===== config.mk =====
export PLATFORM = sky130hd
export DESIGN_NAME = hub75_column_driver_flat
export DESIGN_NICKNAME = d
export VERILOG_FILES = /design/src/rtl/hub75_pkg.sv /design/src/rtl/hub75_column_driver_if.sv /design/src/rtl/bcm_on_timer.sv /design/src/rtl/hub75_column_driver.sv /design/src/flat_wrapper.sv
export SDC_FILE = /design/constraint.sdc
export NUM_CORES = 2
export LEC_CHECK = 0
export CORE_AREA = 2 2 461 463
export DETAILED_ROUTE_END_ITERATION = 12
export DIE_AREA = 0 0 463 465
export GPL_ROUTABILITY_DRIVEN = 0
export GPL_TIMING_DRIVEN = 0
export PLACE_DENSITY = 0.47
export SETUP_SLACK_MARGIN = 0.5
export SYNTH_ARGS = -nofsm -noshare
export SYNTH_HDL_FRONTEND = slang
export SYNTH_SLANG_ARGS = --single-unit

===== constraint.sdc =====
create_clock -name clk_in -period 4.8 [get_ports clk_in]
set_input_delay 1.2 -clock clk_in [delete_from_list [all_inputs] [get_ports clk_in]]
set_output_delay 1.2 -clock clk_in [all_outputs]
set_load 0.005 [all_outputs]

===== src/rtl/hub75_pkg.sv =====
// Shared types and constants for the HUB75 column driver.
// Pixels are packed {r[2:0], g[2:0], b[2:0]}, and each colour channel contributes one bit per plane.
package hub75_pkg;

    typedef enum logic [2:0] {
        REQ,
        WAIT,
        SHIFT,
        LATCH,
        DISPLAY
    } state_t;

    typedef logic [8:0] rgb_t;

    localparam int R_LSB      = 6;
    localparam int G_LSB      = 3;
    localparam int B_LSB      = 0;
    localparam int NUM_PLANES = 3;

    // The returned bits are ordered {r, g, b} for the requested bit plane.
    function automatic logic [2:0] plane_bits(input rgb_t px, input logic [1:0] plane);
        return {px[R_LSB + int'(plane)], px[G_LSB + int'(plane)], px[B_LSB + int'(plane)]};
    endfunction

endpackage


===== src/rtl/hub75_column_driver_if.sv =====
// Handshake between the frame manager (master) and the column driver (slave).
interface hub75_column_driver_if #(
    parameter int NUM_ROWS  = 64,
    parameter int SCAN_RATE = 32,
    parameter int RGB_RES   = 9
);
    localparam int AW = $clog2(SCAN_RATE);

    logic [1:0][NUM_ROWS-1:0][RGB_RES-1:0] columns;
    logic [AW-1:0]                         col_num1;
    logic                                  data_valid;
    logic                                  hub75_ready;

    modport master (
        output columns,
        output col_num1,
        output data_valid,
        input  hub75_ready
    );

    modport slave (
        input  columns,
        input  col_num1,
        input  data_valid,
        output hub75_ready
    );

endinterface


===== src/rtl/bcm_on_timer.sv =====
// Output-enable timer for one BCM plane. A start pulse loads BASE_ON<<plane, and the timer then counts down.
// oe_n stays low for exactly that many cycles. done is high in the last of those cycles.
module bcm_on_timer
    import hub75_pkg::*;
#(
    parameter int BASE_ON = 8
) (
    input  logic                          clk_in,
    input  logic                          rst_in,
    input  logic                          start,
    input  logic [$clog2(NUM_PLANES)-1:0] plane,
    output logic                          oe_n,
    output logic                          done
);

    localparam int ON_W = $clog2((BASE_ON << (NUM_PLANES - 1)) + 1);

    logic [ON_W-1:0] count;

    // done is combinational so the FSM can leave DISPLAY on the same edge where oe_n returns high.
    assign done = (count == ON_W'(1));

    always_ff @(posedge clk_in) begin
        if (!rst_in) begin
            count <= '0;
            oe_n  <= 1'b1;
        end else if (start) begin
            count <= ON_W'(BASE_ON << plane);
            oe_n  <= 1'b0;
        end else if (count != '0) begin
            count <= count - ON_W'(1);
            if (count == ON_W'(1)) begin
                oe_n <= 1'b1;
            end
        end
    end

endmodule


===== src/rtl/hub75_column_driver.sv =====
// Requests column pairs from the frame manager and shifts each pair into a 64x64, 1/32-scan HUB75 panel.
// Each pair is displayed as three binary-weighted bit planes.
module hub75_column_driver
    import hub75_pkg::*;
#(
    parameter int NUM_ROWS    = 64,
    parameter int SCAN_RATE   = 32,
    parameter int RGB_RES     = 9,
    parameter int BASE_ON     = 8,
    parameter int REQ_TIMEOUT = 64
) (
    input  logic                         clk_in,
    input  logic                         rst_in,
    hub75_column_driver_if.slave         col_if,
    output logic [$clog2(SCAN_RATE)-1:0] hub75_addr,
    output logic                         hub75_r0,
    output logic                         hub75_g0,
    output logic                         hub75_b0,
    output logic                         hub75_r1,
    output logic                         hub75_g1,
    output logic                         hub75_b1,
    output logic                         hub75_clk,
    output logic                         hub75_latch,
    output logic                         hub75_oe
);

    localparam int AW      = $clog2(SCAN_RATE);
    localparam int IDX_W   = $clog2(NUM_ROWS);
    localparam int PIX_W   = IDX_W + 1;
    localparam int TMO_W   = $clog2(REQ_TIMEOUT) + 1;
    localparam int PLANE_W = $clog2(NUM_PLANES);

    state_t                                state;
    logic [1:0][NUM_ROWS-1:0][RGB_RES-1:0] col_buf;
    logic [AW-1:0]                         addr_q;
    logic [PIX_W-1:0]                      pixel;
    logic [PLANE_W-1:0]                    plane;
    logic [TMO_W-1:0]                      tmo;
    logic [IDX_W-1:0]                      px_idx;
    logic                                  timer_start;
    logic                                  timer_done;

    // In SHIFT, pixel[0] is the shift-clock phase. In LATCH, it selects the latch cycle.
    assign px_idx      = pixel[PIX_W-1:1];
    assign timer_start = (state == LATCH) && pixel[0];

    bcm_on_timer #(
        .BASE_ON (BASE_ON)
    ) u_on_timer (
        .clk_in (clk_in),
        .rst_in (rst_in),
        .start  (timer_start),
        .plane  (plane),
        .oe_n   (hub75_oe),
        .done   (timer_done)
    );

    always_ff @(posedge clk_in) begin
        if (!rst_in) begin
            state              <= REQ;
            col_if.hub75_ready <= 1'b0;
            col_buf            <= '0;
            addr_q             <= '0;
            pixel              <= '0;
            plane              <= '0;
            tmo                <= '0;
            hub75_addr         <= '0;
            hub75_clk          <= 1'b0;
            hub75_latch        <= 1'b0;
            {hub75_r0, hub75_g0, hub75_b0} <= 3'b000;
            {hub75_r1, hub75_g1, hub75_b1} <= 3'b000;
        end else begin
            col_if.hub75_ready <= 1'b0;
            case (state)
                REQ: begin
                    col_if.hub75_ready <= 1'b1;
                    tmo                <= '0;
                    state              <= WAIT;
                end
                WAIT: begin
                    if (col_if.data_valid) begin
                        col_buf <= col_if.columns;
                        addr_q  <= col_if.col_num1;
                        plane   <= '0;
                        pixel   <= '0;
                        tmo     <= '0;
                        state   <= SHIFT;
                    end else if (tmo == TMO_W'(REQ_TIMEOUT)) begin
                        tmo   <= '0;
                        state <= REQ;
                    end else begin
                        tmo <= tmo + TMO_W'(1);
                    end
                end
                SHIFT: begin
                    // Data changes while the shift clock is low and is held across the rising edge.
                    if (!pixel[0]) begin
                        hub75_clk <= 1'b0;
                        {hub75_r0, hub75_g0, hub75_b0} <= plane_bits(col_buf[0][px_idx], plane);
                        {hub75_r1, hub75_g1, hub75_b1} <= plane_bits(col_buf[1][px_idx], plane);
                    end else begin
                        hub75_clk <= 1'b1;
                    end
                    if (pixel == PIX_W'(2 * NUM_ROWS - 1)) begin
                        pixel <= '0;
                        state <= LATCH;
                    end else begin
                        pixel <= pixel + PIX_W'(1);
                    end
                end
                LATCH: begin
                    if (!pixel[0]) begin
                        hub75_addr  <= addr_q;
                        hub75_latch <= 1'b1;
                        hub75_clk   <= 1'b0;
                        pixel       <= PIX_W'(1);
                    end else begin
                        hub75_latch <= 1'b0;
                        pixel       <= '0;
                        state       <= DISPLAY;
                    end
                end
                DISPLAY: begin
                    if (timer_done) begin
                        if (plane < PLANE_W'(NUM_PLANES - 1)) begin
                            plane <= plane + PLANE_W'(1);
                            pixel <= '0;
                            state <= SHIFT;
                        end else begin
                            state <= REQ;
                        end
                    end
                end
                default: state <= REQ;
            endcase
        end
    end

endmodule


===== src/flat_wrapper.sv =====
// flat-port wrapper written by rule: the top's interface ports become plain ports
module hub75_column_driver_flat import hub75_pkg::*;
#(
    parameter int NUM_ROWS    = 64,
    parameter int SCAN_RATE   = 32,
    parameter int RGB_RES     = 9,
    parameter int BASE_ON     = 8,
    parameter int REQ_TIMEOUT = 64
)
  (clk_in, rst_in, hub75_addr, hub75_r0, hub75_g0, hub75_b0, hub75_r1, hub75_g1, hub75_b1, hub75_clk, hub75_latch, hub75_oe, col_if_columns, col_if_col_num1, col_if_data_valid, col_if_hub75_ready);
  hub75_column_driver_if #(.NUM_ROWS(NUM_ROWS), .SCAN_RATE(SCAN_RATE), .RGB_RES(RGB_RES)) col_if_i ();
  input  logic clk_in;
  input  logic rst_in;
  output logic [$clog2(SCAN_RATE)-1:0] hub75_addr;
  output logic hub75_r0;
  output logic hub75_g0;
  output logic hub75_b0;
  output logic hub75_r1;
  output logic hub75_g1;
  output logic hub75_b1;
  output logic hub75_clk;
  output logic hub75_latch;
  output logic hub75_oe;
  input wire logic [$bits(col_if_i.columns)-1:0] col_if_columns;
  input wire logic [$bits(col_if_i.col_num1)-1:0] col_if_col_num1;
  input wire logic [$bits(col_if_i.data_valid)-1:0] col_if_data_valid;
  output wire logic [$bits(col_if_i.hub75_ready)-1:0] col_if_hub75_ready;
  assign col_if_i.columns = col_if_columns;
  assign col_if_i.col_num1 = col_if_col_num1;
  assign col_if_i.data_valid = col_if_data_valid;
  assign col_if_hub75_ready = col_if_i.hub75_ready;
  hub75_column_driver #(.NUM_ROWS(NUM_ROWS), .SCAN_RATE(SCAN_RATE), .RGB_RES(RGB_RES), .BASE_ON(BASE_ON), .REQ_TIMEOUT(REQ_TIMEOUT)) u_core (.clk_in(clk_in), .rst_in(rst_in), .col_if(col_if_i), .hub75_addr(hub75_addr), .hub75_r0(hub75_r0), .hub75_g0(hub75_g0), .hub75_b0(hub75_b0), .hub75_r1(hub75_r1), .hub75_g1(hub75_g1), .hub75_b1(hub75_b1), .hub75_clk(hub75_clk), .hub75_latch(hub75_latch), .hub75_oe(hub75_oe));
endmodule

# Word level (Yosys, flattened, before mapping)

Index checks and enable logic that the tools add are counted.

Flip-flop bits (word level): 1197
Input bits: 1160
Output and inout port bits: 15
Word-level logic and storage cells: 239

Add/subtract/negate cells: 6
Magnitude comparators: 5
Equal/unequal tests: 14
Shift operators: 1
Muxes and demuxes: 50
Bitwise logic cells: 1
Reductions and logical operators: 17

Operators by type and width:

| kind                | count |
|---|---|
| $bmux 9 s6          | 2 |
| $lt 32x6->1 const B | 2 |
| $mux 7              | 6 |
| $pmux 7 s4          | 1 |
| $mux 1              | 18 |
| $mux 9              | 2 |
| $bmux 1 s4          | 4 |
| $mux 3              | 5 |
| $pmux 3 s5          | 1 |
| $add 7x1->7 const B | 2 |
| $eq 7x7->1 const B  | 2 |
| $pmux 7 s2          | 1 |
| $mux 6              | 2 |
| $reduce_and 4->1    | 3 |
| $reduce_and 2->1    | 5 |
| $reduce_bool 2->1   | 5 |
| $mux 2              | 4 |
| $ne 2x1->1 const B  | 4 |
| $lt 6x7->1 const B  | 1 |
| $eq 3x2->1 const B  | 2 |
| $eq 6x1->1 const B  | 1 |
| $reduce_bool 6->1   | 1 |
| $shl 4x2->6 const A | 1 |
| $sub 6x1->6 const B | 1 |
| other kinds (16)    | 18 |

# Logic depth before layout (Yosys ltp)

Depth after elaboration: 5
Mapped depth: 13
Depth with buffers taken out: 9

# By module

Synthesis repeated with hierarchy kept, for this count alone.

Cells, all modules: 6029
Area, all modules: 51060.2 um2

Modules (own cells, without submodules):

| module              | times used | cells an instance | area an instance (um2) | sequential area each (um2) |
|---|---|---|---|---|
| hub75_column_driver | 1          | 5985              | 50668.6                | 23822.8 |
| bcm_on_timer        | 1          | 44                | 391.6                  | 140.1 |

# Worst setup path after synthesis

No wires, ideal clock.

Kind: reg2reg
From: register u_core.pixel[1]
To: register u_core.hub75_r1
Library setup time: 0.151 ns
Arrival: 2.631 ns
Required time: 4.649 ns
Slack: 2.018 ns
Cell stages (with the launch flop): 11
Path buffers: 4
Period minus slack after synthesis: 2.782 ns
Cell sequence: dfxtp_1 -> buf_6 -> buf_6 -> buf_4 -> buf_4 -> mux4_2 -> mux4_2 -> mux4_2 -> nand3_1 -> o31a_1 -> a21oi_1

Cells in the longest elaborated chain, start to end: 5

Ends and longest elaborated chain:

| element                                    | RTL line                   | RTL |
|---|---|---|
| from (decl)                                | hub75_column_driver.sv:36  | `logic [PIX_W-1:0] pixel;` |
| from (signal assigned)                     | hub75_column_driver.sv:108 | `pixel <= pixel + PIX_W'(1);` |
| $bmux 9 s6                                 | hub75_column_driver.sv:100 | `{hub75_r1, hub75_g1, hub75_b1} <= plane_bits(col_buf[1][px_idx], plane);` |
| $mux 9 (implied by the code)               | hub75_column_driver.sv:100 |  |
| $bmux 1 s4                                 | hub75_pkg.sv:22            | `return {px[R_LSB + int'(plane)], px[G_LSB + int'(plane)], px[B_LSB + int'(plane)]};` |
| $mux 1 (implied by the code) (2 in series) | hub75_pkg.sv:22            |  |
| to (signal assigned)                       | hub75_column_driver.sv:100 |  |
| to (decl)                                  | hub75_column_driver.sv:19  | `output logic hub75_r1,` |

No other way between the ends. The select of a mux whose other input is x is not followed.
A chain may end at the register's enable or synchronous reset.

# Worst setup path in the final report

From: register u_core.pixel[3]
To: register u_core.hub75_g0

Cells in the longest elaborated chain, start to end: 5

Ends and longest elaborated chain:

| element                                    | RTL line                  | RTL |
|---|---|---|
| $bmux 9 s6                                 | hub75_column_driver.sv:99 | `{hub75_r0, hub75_g0, hub75_b0} <= plane_bits(col_buf[0][px_idx], plane);` |
| $mux 9 (implied by the code)               | hub75_column_driver.sv:99 |  |
| $bmux 1 s4                                 | hub75_pkg.sv:22           |  |
| $mux 1 (implied by the code) (2 in series) | hub75_pkg.sv:22           |  |
| to (signal assigned)                       | hub75_column_driver.sv:99 |  |
| to (decl)                                  | hub75_column_driver.sv:17 | `output logic hub75_g0,` |

No other way between the ends. The select of a mux whose other input is x is not followed.

==> flow_summary.yaml <==
outcome:
  status: "finished with violations"
  failed_checks: "max-capacitance violations, max-slew violations"
synthesis:
  synth_edf_count: 0
  ys_warn_count: 0
  synth_area_leaders: "dfxtp_1 (45%), nand2_1 (17%), a21boi_0 (16%), mux4_2 (11%), clkbuf_1 (2.9%)"
  synth_cell_type_count: 62
  synth_seq_area_share_pct: 44.8
  yosys_most_used_dff: "dfxtp_1"
  syn_inst: 6058
  synth-seq-cells: 1197
  synth_area_mm2: 0.0535
  synth_nets: 7227
  synth_area_leader_cell: "dfxtp_1"
  avgSynthCellArea_um2: 8.83
  synth_top_area_share_pct: 44.8
  async_flop_share_pct: 0
detailed_routing:
  vias: 52400
  dr.pass1.iters: 7
  totalWireLength_um: 353000
  avgViaCountPerCell: 5.04
  ant_nets: 0
  drt_first_iter_violations: 4833
  wl_per_cell_um: 34.0
  remaining_drc_errors: 0
clocking:
  cts_max_path_buffers: 3
  cts_tree: "yes"
  ctsHoldBuffers: 0
  clk_latency_ns: 0.83
  cts_buffers: 145
  cts_max_level: 4
  cts.sinks: 1197
  clock-root-buffer: "clkbuf_16"
  path_clk_slew_ns: 0.07
layout:
  final_area_mm2: 0.0747
  nets: 8555
  syn_to_final_growth_pct: 39.6
  drive_gt1_share_pct: 8.68
floorplanning:
  dieArea_mm2: 0.215
  die_y_um: 465
  core_mm2: 0.211
  start_util_pct: 25.4
  fp.dieW_um: 463
  rows: 169
  io-pin-count: 1175
worst_setup_path:
  r2r_start: "u_core.pixel[3]"
  reg2reg_to: "u_core.hub75_g0"
  r2r.worst_path.cells: 12
  crit_chain: "buf_4 > buf_6 > buf_8 > buf_6 > mux2i_1 > a22oi_1 > a221oi_1 > o31ai_2 > o2111ai_1 > o31a_1 > o2111ai_1 > a32o_1"
  crit_cells: 12
  critPathMaxStageDelay_ns: 0.97
  crit_required_ns: 5.53
  worstPathMaxFanout: 10
  path_class: "flop to flop"
  worst_path_max_delay_cell: "a221oi_1"
  r2r_slack_ns: 0.32
  crit_path_start_kind: "flop"
  path_buf_inv: 4
  cpLargestDelayFamily: "compound AO/OA/AOI/OAI gates"
  cp-end-kind: "flop"
  critPathArrivalTime_ns: 5.21
timing:
  setup_violations: 0
  max_freq_mhz: 223
  rsz0062_at_grt: "yes"
  finalCriticalPeriod_ns: 4.48
  period_share_pct: 93.3
  slew_headroom_pct: -5.84
  skew_ns: 0.0276
  drv_slew: 11
  tightest_slew_ns: 1.59
  whs_ns: 0.458
  final_hold_viol_count: 0
  setup_tns_ns: 0
global_route:
  grt_max_degree: 17
  grt_pass1_wl_um: 458000
  met1_usage_pct: 40.0
  grt_overflow_total: 0
  met3_usage_pct: 8.71
  track_usage_pct: 31.7
  grt_pass1_vias: 50800
  groute.layer.met2.usage_pct: 51.3
  busiest_layer: "met2"
  antenna_found_initial: 184
place:
  place_area_mm2: 0.0689
  dpl.hpwl_um: 281000
  numPortBuffers: 1173
hold_path:
  hp-start: "u_core.col_buf[994]"
  worstHoldPathType: "flop to flop"
  hold_depth: 2
  min_to: "u_core.col_buf[994]"
pwr:
  leakage_uw: 0.0247
  irDropWorstVdd_mv: 0.404
  power_density_mw_per_mm2: 423
run:
  maxCapViolCount: 1
==> cell usage in the layout (no fill, tap or decap), types with 9 or more instances in the layout <==
| cell type | synthesis | routed |
|---|---|---|
| ha_1 | 9 | 9 |
| clkbuf_1 | 418 | 422 |
| mux2i_1 | 115 | 110 |
| clkinv_2 | 0 | 21 |
| nor3_1 | 12 | 11 |
| a211oi_1 | 12 | 11 |
| buf_6 | 11 | 30 |
| o22ai_1 | 23 | 23 |
| diode_2 | 0 | 67 |
| a21boi_0 | 1159 | 1159 |
| nor2b_1 | 25 | 21 |
| clkbuf_8 | 0 | 37 |
| nor2_1 | 44 | 42 |
| a22oi_1 | 10 | 10 |
| nand3_1 | 20 | 20 |
| buf_8 | 0 | 17 |
| a211o_1 | 10 | 10 |
| dfxtp_1 | 1197 | 1196 |
| clkbuf_2 | 0 | 20 |
| nand2_1 | 2422 | 2420 |
| clkbuf_4 | 0 | 9 |
| clkbuf_16 | 0 | 146 |
| bufinv_16 | 0 | 10 |
| o21ai_0 | 20 | 19 |
| a221oi_1 | 16 | 12 |
| a21oi_1 | 49 | 44 |
| o221ai_1 | 10 | 10 |
| mux2_2 | 18 | 18 |
| mux4_2 | 257 | 257 |
| buf_4 | 14 | 17 |
| clkdlybuf4s50_1 | 0 | 1173 |
==> worst max-delay path by stage <==
stage               startpoint         endpoint  slack (ns)
2_1_floorplan  u_core.pixel[1]  u_core.hub75_r1        2.02
3_3_place_gp   u_core.pixel[3]  u_core.hub75_r0       -1.85
3_5_place_dp   u_core.pixel[3]  u_core.hub75_r0       -1.80
4_1_cts        u_core.pixel[1]  u_core.hub75_g0        0.47
5_1_grt        u_core.pixel[3]  u_core.hub75_g0        0.50
6_report       u_core.pixel[3]  u_core.hub75_g0        0.32
==> Yosys cell counts, drive strengths merged, types with 7 or more instances <==
library cell,instances
nand2,2422
a21boi,1159
xnor2,8
dfxtp,1197
a31oi,8
a211oi,12
o211ai,8
o21ai,20
and3,8
a22oi,10
nand3,20
mux4,257
a221oi,16
a211o,10
inv,12
nor2b,25
ha,9
nor2,44
buf,85
a21oi,49
o22ai,23
nor3,12
mux2i,115
clkbuf,418
a2111oi,9
mux2,18
o221ai,10
nand2b,7
==> power by group <==
part           leakage [µW]  internal (µW)  switching, µW
combinational        0.0126           2910           4910
sequential          0.00972          11300            874
clock               0.00244           6750           4860
total                0.0247          21000          10600
==> area by class of cell <==
| class | count | area [µm²] |
|---|---|---|
| Antenna cell | 67 | 168 |
| Buffer | 503 | 2520 |
| Clock buffer | 213 | 4280 |
| Clock inverter | 46 | 664 |
| Fill cell | 22100 | 136000 |
| Inverter | 13 | 51.3 |
| Multi-Input combinational cell | 4345 | 27600 |
| Sequential cell | 1197 | 24000 |
| Tap cell | 2821 | 3530 |
| Timing Repair Buffer | 1181 | 11900 |
==> through the flow <==
stage	util [%]	instances	total power, µW	setup slack (ns)
2_1_floorplan	-	6058	15900	2.02
3_3_place_gp	32.6	10100	19900	-1.85
3_5_place_dp	32.7	10100	20000	-1.80
4_1_cts	35.3	10300	31700	0.468
5_1_grt	35.4	10300	32800	0.497
6_report	35.4	10400	31600	0.322
==> flip-flops by register name, indices dropped and copies added (netlist names) <==
signal / cells
u_core.addr_q: 5
u_core.col_buf: 1152
u_core.col_if.hub75_ready: 1
u_core.hub75_addr: 5
u_core.hub75_b0: 1
u_core.hub75_b1: 1
u_core.hub75_clk: 1
u_core.hub75_g0: 1
u_core.hub75_g1: 1
u_core.hub75_latch: 1
u_core.hub75_r0: 1
u_core.hub75_r1: 1
u_core.pixel: 7
u_core.plane: 2
u_core.state: 3
u_core.tmo: 7
u_core.u_on_timer.count: 6
u_core.u_on_timer.oe_n: 1
==> metal layers <==
metal  wire length [µm]  part of all wire (%)
met5                511                  0.14
met3              31000                   8.8
met4              15500                   4.4
met2             161000                    46
met1             145000                    41
==> worst reg2reg max path: stages (launching register included) <==
cell and delay [ns]:
dfxtp_1 0.31, buf_4 0.33, buf_6 0.35, buf_8 0.34
buf_6 0.38, mux2i_1 0.43, a22oi_1 0.19, a221oi_1 0.97
o31ai_2 0.30, o2111ai_1 0.20, o31a_1 0.18, o2111ai_1 0.11
a32o_1 0.28
==> logic make-up (layout without fill, tap and decap cells) <==
| family | after synthesis | count (layout) | synth area share, % |
|---|---|---|---|
| AO/OA/AOI/OAI | 1374 | 1374 | 19.1 |
| XOR/XNOR | 12 | 12 | 0.197 |
| adder cells (fa/ha/maj) | 9 | 9 | 0.211 |
| buffers and inverters | 516 | 1956 | 3.98 |
| flip-flops | 1197 | 1197 | 44.8 |
| multiplexers | 390 | 390 | 13.4 |
| other | 0 | 67 | 0 |
| AND/OR/NAND/NOR | 2560 | 2560 | 18.4 |
==> repair_timing <==
item | in CTS | in global routing
setup endpoints to repair | 11 | 9
pin swaps | 3 | 3
gates resized for setup | 156 | 26
setup buffers | 0 | 0
Note: power is estimated with default switching activity, not from simulation.
